--- config.mk ---
export PLATFORM = sky130hd
export DESIGN_NAME = spi_flash_boot_loader
export DESIGN_NICKNAME = d
export VERILOG_FILES = /design/src/rtl/spi_flash_boot_loader.sv
export SDC_FILE = /design/constraint.sdc
export NUM_CORES = 1
export LEC_CHECK = 0
export CAP_MARGIN = 10
export CELL_PAD_IN_SITES_DETAIL_PLACEMENT = 0
export CELL_PAD_IN_SITES_GLOBAL_PLACEMENT = 1
export CORE_ASPECT_RATIO = 1.2
export CORE_MARGIN = 5
export CORE_UTILIZATION = 28
export CTS_BUF_LIST = sky130_fd_sc_hd__clkbuf_8
export DETAILED_ROUTE_END_ITERATION = 7
export GPL_TIMING_DRIVEN = 1
export HOLD_SLACK_MARGIN = 0.1
export PLACE_DENSITY = 0.61
export SYNTH_ARGS = -nofsm -noshare
export SYNTH_HDL_FRONTEND = slang
export SYNTH_SLANG_ARGS = --single-unit
--- constraint.sdc ---
create_clock -name clk_i -period 4.4 [get_ports clk_i]
set_clock_uncertainty 0.15 [all_clocks]
set_input_delay 0.66 -clock clk_i [delete_from_list [all_inputs] [get_ports clk_i]]
set_output_delay 0.66 -clock clk_i [all_outputs]
set_load 0.1 [all_outputs]
--- src/rtl/spi_flash_boot_loader.sv ---
// Boot copy engine: reads BOOT_WORDS words from SPI flash with READ (0x03) and
// writes them to SRAM, holding the CPU in reset until the copy has finished.
//
// state    | meaning
// IDLE     | waiting for start_i
// CS_SETUP | CS low, first MOSI bit driven, CLK_DIV setup clocks
// CMD      | shifting out the 0x03 opcode
// ADDR     | shifting out the 24-bit flash address
// DATA     | shifting in four bytes of the next word
// WRITE    | SRAM write request held until granted, SCK parked low
// CS_HOLD  | CLK_DIV hold clocks before CS is released
// DONE     | copy complete, CPU released; terminal
module spi_flash_boot_loader #(
  parameter int unsigned CLK_DIV    = 2,
  parameter logic [23:0] FLASH_BASE = 24'h000000,
  parameter int unsigned SRAM_BASE  = 0,
  parameter int unsigned BOOT_WORDS = 1024,
  parameter int unsigned ADDR_W     = 12
) (
  input  logic              clk_i,
  input  logic              rst_ni,
  input  logic              start_i,
  output logic              busy_o,
  output logic              done_o,
  output logic              cpu_rst_no,
  output logic              spi_sck_o,
  output logic              spi_cs_no,
  output logic              spi_mosi_o,
  input  logic              spi_miso_i,
  output logic              wp_no,
  output logic              hold_no,
  output logic              mem_req_o,
  output logic              mem_we_o,
  output logic [ADDR_W-1:0] mem_addr_o,
  output logic [31:0]       mem_wdata_o,
  output logic [3:0]        mem_be_o,
  input  logic              mem_gnt_i
);

  typedef enum logic [2:0] {
    IDLE, CS_SETUP, CMD, ADDR, DATA, WRITE, CS_HOLD, DONE
  } state_t;

  localparam int unsigned       DIV_W     = (CLK_DIV > 1) ? $clog2(CLK_DIV) : 1;
  localparam logic [DIV_W-1:0]  DIV_LOAD  = DIV_W'(CLK_DIV - 1);
  localparam logic [DIV_W-1:0]  DIV_ONE   = DIV_W'(1);
  localparam logic [31:0]       TX_INIT   = {8'h03, FLASH_BASE};
  localparam logic [ADDR_W:0]   WC_LAST   = (ADDR_W+1)'((BOOT_WORDS == 0) ? 0 : BOOT_WORDS - 1);
  localparam logic [ADDR_W:0]   WC_ONE    = (ADDR_W+1)'(1);
  localparam logic [ADDR_W-1:0] ADDR_BASE = ADDR_W'(SRAM_BASE);

  state_t            state, state_d;
  logic [DIV_W-1:0]  div_cnt;
  logic              sck, mosi;
  logic [30:0]       tx_sr;
  logic [7:0]        rx_sr;
  logic [31:0]       wdata;
  logic [4:0]        bit_cnt;
  logic [1:0]        byte_cnt;
  logic [ADDR_W:0]   word_count;
  logic              tick, sck_on, sck_rise, sck_fall, bit_last, word_last, div_run;

  always_comb begin
    tick      = (div_cnt == '0);
    sck_on    = (state == CMD) || (state == ADDR) || (state == DATA);
    div_run   = sck_on || (state == CS_SETUP) || (state == CS_HOLD);
    sck_rise  = sck_on && tick && !sck;
    sck_fall  = sck_on && tick && sck;
    word_last = (word_count == WC_LAST);
    bit_last  = (bit_cnt == 5'd7);
    if (state == ADDR) bit_last = (bit_cnt == 5'd23);

    state_d = state;
    case (state)
      IDLE: begin
        if (start_i) begin
          if (BOOT_WORDS == 0) state_d = DONE;
          else                 state_d = CS_SETUP;
        end
      end
      CS_SETUP: if (tick) state_d = CMD;
      CMD:      if (sck_fall && bit_last) state_d = ADDR;
      ADDR:     if (sck_fall && bit_last) state_d = DATA;
      DATA:     if (sck_fall && bit_last && (byte_cnt == 2'd3)) state_d = WRITE;
      WRITE: begin
        if (mem_gnt_i) begin
          if (word_last) state_d = CS_HOLD;
          else           state_d = DATA;
        end
      end
      CS_HOLD:  if (tick) state_d = DONE;
      default:  state_d = DONE;
    endcase
  end

  always_ff @(posedge clk_i or negedge rst_ni) begin
    if (!rst_ni) state <= IDLE;
    else         state <= state_d;
  end

  always_ff @(posedge clk_i or negedge rst_ni) begin
    if (!rst_ni) begin
      div_cnt    <= DIV_LOAD;
      sck        <= 1'b0;
      mosi       <= 1'b0;
      tx_sr      <= '0;
      rx_sr      <= '0;
      wdata      <= '0;
      bit_cnt    <= '0;
      byte_cnt   <= '0;
      word_count <= '0;
    end else begin
      // Divider restarts on every phase change so each phase begins with a full half-period.
      if (!div_run || tick || (state_d != state)) div_cnt <= DIV_LOAD;
      else                                        div_cnt <= div_cnt - DIV_ONE;

      case (state)
        IDLE: begin
          if (state_d == CS_SETUP) begin
            tx_sr      <= TX_INIT[30:0];
            mosi       <= TX_INIT[31];
            bit_cnt    <= '0;
            byte_cnt   <= '0;
            word_count <= '0;
          end
        end
        CMD, ADDR: begin
          if (tick) sck <= !sck;
          if (sck_fall) begin
            mosi    <= tx_sr[30];
            tx_sr   <= {tx_sr[29:0], 1'b0};
            bit_cnt <= bit_last ? '0 : bit_cnt + 5'd1;
          end
        end
        DATA: begin
          mosi <= 1'b0;
          if (tick) sck <= !sck;
          if (sck_rise) rx_sr <= {rx_sr[6:0], spi_miso_i};
          if (sck_fall) begin
            bit_cnt <= bit_last ? '0 : bit_cnt + 5'd1;
            if (bit_last) begin
              byte_cnt <= byte_cnt + 2'd1;
              wdata    <= {rx_sr, wdata[31:8]};
            end
          end
        end
        WRITE: begin
          if (mem_gnt_i) word_count <= word_count + WC_ONE;
        end
        default: sck <= 1'b0;
      endcase
    end
  end

  assign busy_o      = (state != IDLE) && (state != DONE);
  assign done_o      = (state == DONE);
  assign cpu_rst_no  = done_o;
  assign spi_cs_no   = !busy_o;
  assign spi_sck_o   = sck;
  assign spi_mosi_o  = mosi;
  assign wp_no       = 1'b1;
  assign hold_no     = 1'b1;
  assign mem_req_o   = (state == WRITE);
  assign mem_we_o    = mem_req_o;
  assign mem_addr_o  = ADDR_BASE + word_count[ADDR_W-1:0];
  assign mem_wdata_o = wdata;
  assign mem_be_o    = 4'hF;

endmodule

# Word-level counts from Yosys, hierarchy flattened
# Cells that the tools add are included.
word_totals:
  regBits: 97
  word_cells: 100
classes:
  n_addsub: 4
  eq_ne: 21
  muxes: 30
  n_bitwise: 2
  reduce_logical: 33
op_table:
  columns: ["op", "n"]
  rows:
  - ["31-bit two-way mux", 2]
  - ["31-bit case mux with 2 select lines", 1]
  - ["13-bit two-way mux", 2]
  - ["13-bit case mux with 2 select lines", 1]
  - ["3-bit two-way mux", 7]
  - ["3-bit case mux with 7 select lines", 1]
  - ["5-bit two-way mux", 3]
  - ["3-bit AND reduction", 5]
  - ["13-bit by 1-bit adder with 13-bit output (second input constant)", 1]
  - ["13-bit by 10-bit equality test with 1-bit output (second input constant)", 1]
  - ["3-bit equality test (second input constant)", 4]
  - ["2-bit != test (second input constant)", 5]
  - ["5-bit case mux with 2 select lines", 1]
  - ["2-bit two-way mux", 4]
  - ["2-bit nonzero test", 4]
  - ["3-bit by 1-bit equality test with 1-bit output (second input constant)", 2]
  - ["3-bit by 2-bit equality test with 1-bit output (second input constant)", 2]
  - ["1-bit logical AND", 6]
  - ["1-bit logical OR", 6]
  - ["3-bit nonzero test", 2]
  - ["5-bit by 1-bit adder with 5-bit output (second input constant)", 1]
  - ["5-bit by 3-bit equality test with 1-bit output (second input constant)", 1]
  - ["5-bit equality test (second input constant)", 1]
  - ["1-bit two-way mux", 5]
  - ["other kinds (16)", 22]

# Logic depth before layout (Yosys ltp)
logic_depth:
  word_depth: 12
  depth_mapped: 7
  depth_no_buf: 5

# Least setup slack after synthesis
# Ideal clock, no wire load.
synth_path:
  path_kind: "register to output"
  start: "register state[0]"
  end: "output port busy_o"
  arrival_time_ns: 3.373
  required_time_ns: 3.590
  slack_ns: 0.217
  path_stages_with_launch: 6
  cell_sequence: "dfrtp_1 > buf_2 > inv_1 > nand2_1 > o22ai_1 > inv_1"
synth_between:
  elab_chain_len: 2
  word_cells_on_any_way: 3
synth_lines:
  columns: ["element", "line_no", "text"]
  rows:
  - ["start, declared", "52", "state_t state, state_d;"]
  - ["start signal, assigned", "98", "else state <= state_d;"]
  - ["3-bit != test or 3-bit nonzero test (tied branches)", "155", "assign busy_o = (state != IDLE) && (state != DONE);"]
  - ["1-bit logical AND *", "155", null]
  - ["end, declared", "23", "output logic busy_o,"]
# Mark *: on every way between the ends. The rest lies on a longest branch, timed or not.

# Final worst setup path
layout_path:
  start: "register state[1]"
  end: "output port busy_o"
# The elaborated chain is that of the path after synthesis.

==> run summary <==
1st-iter DRT viols - 123
Most common cell after layout, fill and taps aside - dfrtp_1
Post-route cell area - 4260 um^2
Slew Limit Fails - 0
Dpl cell area - 4070 um^2
Clock tree buffer depth - 2
Root buffer cell - clkbuf_8
Post-DR wirelength/cell - 14.5 um
FFs w/ async S/R, synth - 100%
Initial antenna violation count - 0
Fin nets - 346
R2R Setup Slk - 1.87 ns
Layout cells sized above 1 - 21.9%
Wire length of the first global-routing pass - 12300 um
I/O pin count - 63
DIE AREA - 15000 um^2
Clock network power share - 38.6%
Final setup viols - 0
R2R cell count - 4
Area Growth Syn to Fin - 20.6%
CTS buffer count - 9
Worst setup path end - busy_o
CP Class - reg2out
Fmax - 0.329 GHz
Port Buffer Count - 56
Largest net degree at the start of global routing - 74
Switching part of the total - 25.9%
Grt ovf - 0
Seq pwr share - 52.7%
Fillers - 1280
RR Startpoint - state[1]$_DFF_PN0_
Core area - 12500 um^2
Via/cell ratio - 4.65
Worst-path clk slew - 0.07 ns
Logic pwr share - 8.7%
Most frequent cells in the layout - dfrtp_1 (72), clkdlybuf4s50_1 (49), mux2_2 (40), nand2_1 (20), nor2_1 (20)
Post-CTS Hold Fix Bufs - 0
Final Cycle Share - 69.1%
Ant. Diodes - 0
Syn Area/Cell - 11.8 um^2
Pwr Density - 316 nW/um^2
DRC - 0
Final hold vios - 0
Die Y - 133 um
Worst-Skew Late Latency - 0.34 ns
CP Launch Type - flip-flop
Leakage power - 1.87 nW
Crit path time final - 3.04 ns
Switch Pwr - 349 uW
# rows - 45
Worst slew pin tran - 0.999 ns
Distinct cells, synth - 57
H-tree Lvls - 3
Status - complete, no violations
Routability Congestion - 0.779
Final ANT Viol Nets - 0
Critical Path End Type - output pin
Slew HR - 33.2%
Total global-route track usage - 10.2%
Internal Pwr Total - 1000 uW
Starting Density - 28.3%
Vias - 2356
Number of global-route vias before repair - 2402
RSZ-0062 raised after global routing - false
WP data arrival - 2.23 ns
Seq/Total Area, Yosys - 51.7%
Drt total wl - 7370 um
Worst Path Required - 3.59 ns
Final HPWL DP - 4900 um
Synthesized cell area - 3540 um^2
CP max FO - 19
Drt pass-1 iters - 4
Max cap viols - 0
Reg2reg end - bit_cnt[3]$_DFFE_PN0P_
Sum of negative setup slack - 0 ns
Worst Setup SP - state[1]$_DFF_PN0_
Synth Flop Type - dfrtp_1
Clk sink count - 73
Post-cts sizing count - 0
Peak VDD IR - 0.000135 V
Worst Hold Class - in2async
Yosys reg bits - 73
Die W - 113 um
YS warnings - 0
CTS tree - built
Hold slack - 0.298 ns
Synth Instances - 300
Post-synth EDFFs - 0
Setup Buffers After CTS - 0
sequential cells by signal, summed over array words and instances, names as in the netlist:
signal,cells
bit_cnt,5
byte_cnt,2
div_cnt,1
mem_wdata_o,32
rx_sr,8
spi_mosi_o,1
spi_sck_o,1
state,3
tx_sr,7
word_count,13
power by group through the flow:
stage	clock network [mW]	logic, mW	registers [mW]
after CTS	0.548	0.119	0.710
after floorplan	0	0.0976	0.716
after global routing	0.575	0.129	0.714
after global placement	0	0.117	0.723
final	0.521	0.118	0.710
after detailed placement	0	0.119	0.723
synth_stat cells, drive strengths merged, types with 5 or more instances:
library cell	instances	share of area [%]
dfrtp	72	51
mux2	40	13
buf	30	6.3
nand2	20	2.1
nor2	20	2.1
a21oi	12	1.7
inv	9	0.96
a22o	8	2.0
nand3	8	1.3
o21ai	7	0.99
a31o	5	1.2
clkbuf	5	0.64
mux2i	5	1.4
layout make-up:
type | instances | area [um^2] | share of cell area [%]
tap | 164 | 205 | 4.81
timing repair buffer | 57 | 551 | 12.9
clock inverter | 6 | 58.8 | 1.38
sequential | 73 | 1830 | 42.9
clock buffer | 10 | 138 | 3.23
inverter | 9 | 33.8 | 0.792
multi-input combinational | 188 | 1450 | 34.0
worst min path at each step:
| stage | slack, ns | end | cells past startpoint | from |
|---|---|---|---|---|
| after global placement | 0.32 | tx_sr[25]$_DFFE_PN0P_ | 2 | tx_sr[24]$_DFFE_PN0P_ |
| after detailed placement | 0.32 | tx_sr[25]$_DFFE_PN0P_ | 2 | tx_sr[24]$_DFFE_PN0P_ |
| after CTS | 0.33 | word_count[9]$_DFFE_PN0P_ | 1 | rst_ni |
| after floorplan | 0.21 | bit_cnt[0]$_DFFE_PN0P_ | 0 | rst_ni |
| final | 0.30 | word_count[9]$_DFFE_PN0P_ | 1 | rst_ni |
| after global routing | 0.37 | tx_sr[28]$_DFFE_PN0P_ | 1 | tx_sr[28]$_DFFE_PN0P_ |
stage by stage:
step	power (mW)	utilization [%]	setup slack, ns	std cells
finish	1.35	34.1	1.36	507
global route	1.42	34.1	1.16	507
CTS	1.38	34.1	1.34	507
detailed placement	0.842	32.5	1.48	491
global placement	0.840	32.5	1.57	491
floorplan	0.814	-	0.217	305
worst max-delay path, cell delays in order (launching register included):
cell and delay [ns]:
dfrtp_1 0.85, inv_1 0.29, nand2_1 0.19, o22ai_1 0.14, inv_1 0.10, buf_4 0.29
routing by layer:
metal | GRT usage, % | part of all wire, % | vias up
met3 | 3.04 | 5.9 | 15
li1 | - | - | 1127
met5 | 0 | 0 | -
met4 | 5.28 | 2.5 | 0
met1 | 13.5 | 47 | 1150
met2 | 15.0 | 44 | 64
logic make-up (layout without fill, tap and decap cells):
group	count (synthesis)	count (layout)	synth area share [%]
buf+inv	44	82	7.85
xor+xnor	4	4	0.990
other cells	1	6	0.106
mux	45	45	14.1
simple gates	73	73	11.2
flops	73	73	51.7
fa+ha+maj	3	3	1.06
compound gates	57	57	13.0
No activity file was read; power rests on OpenSTA's default activity.
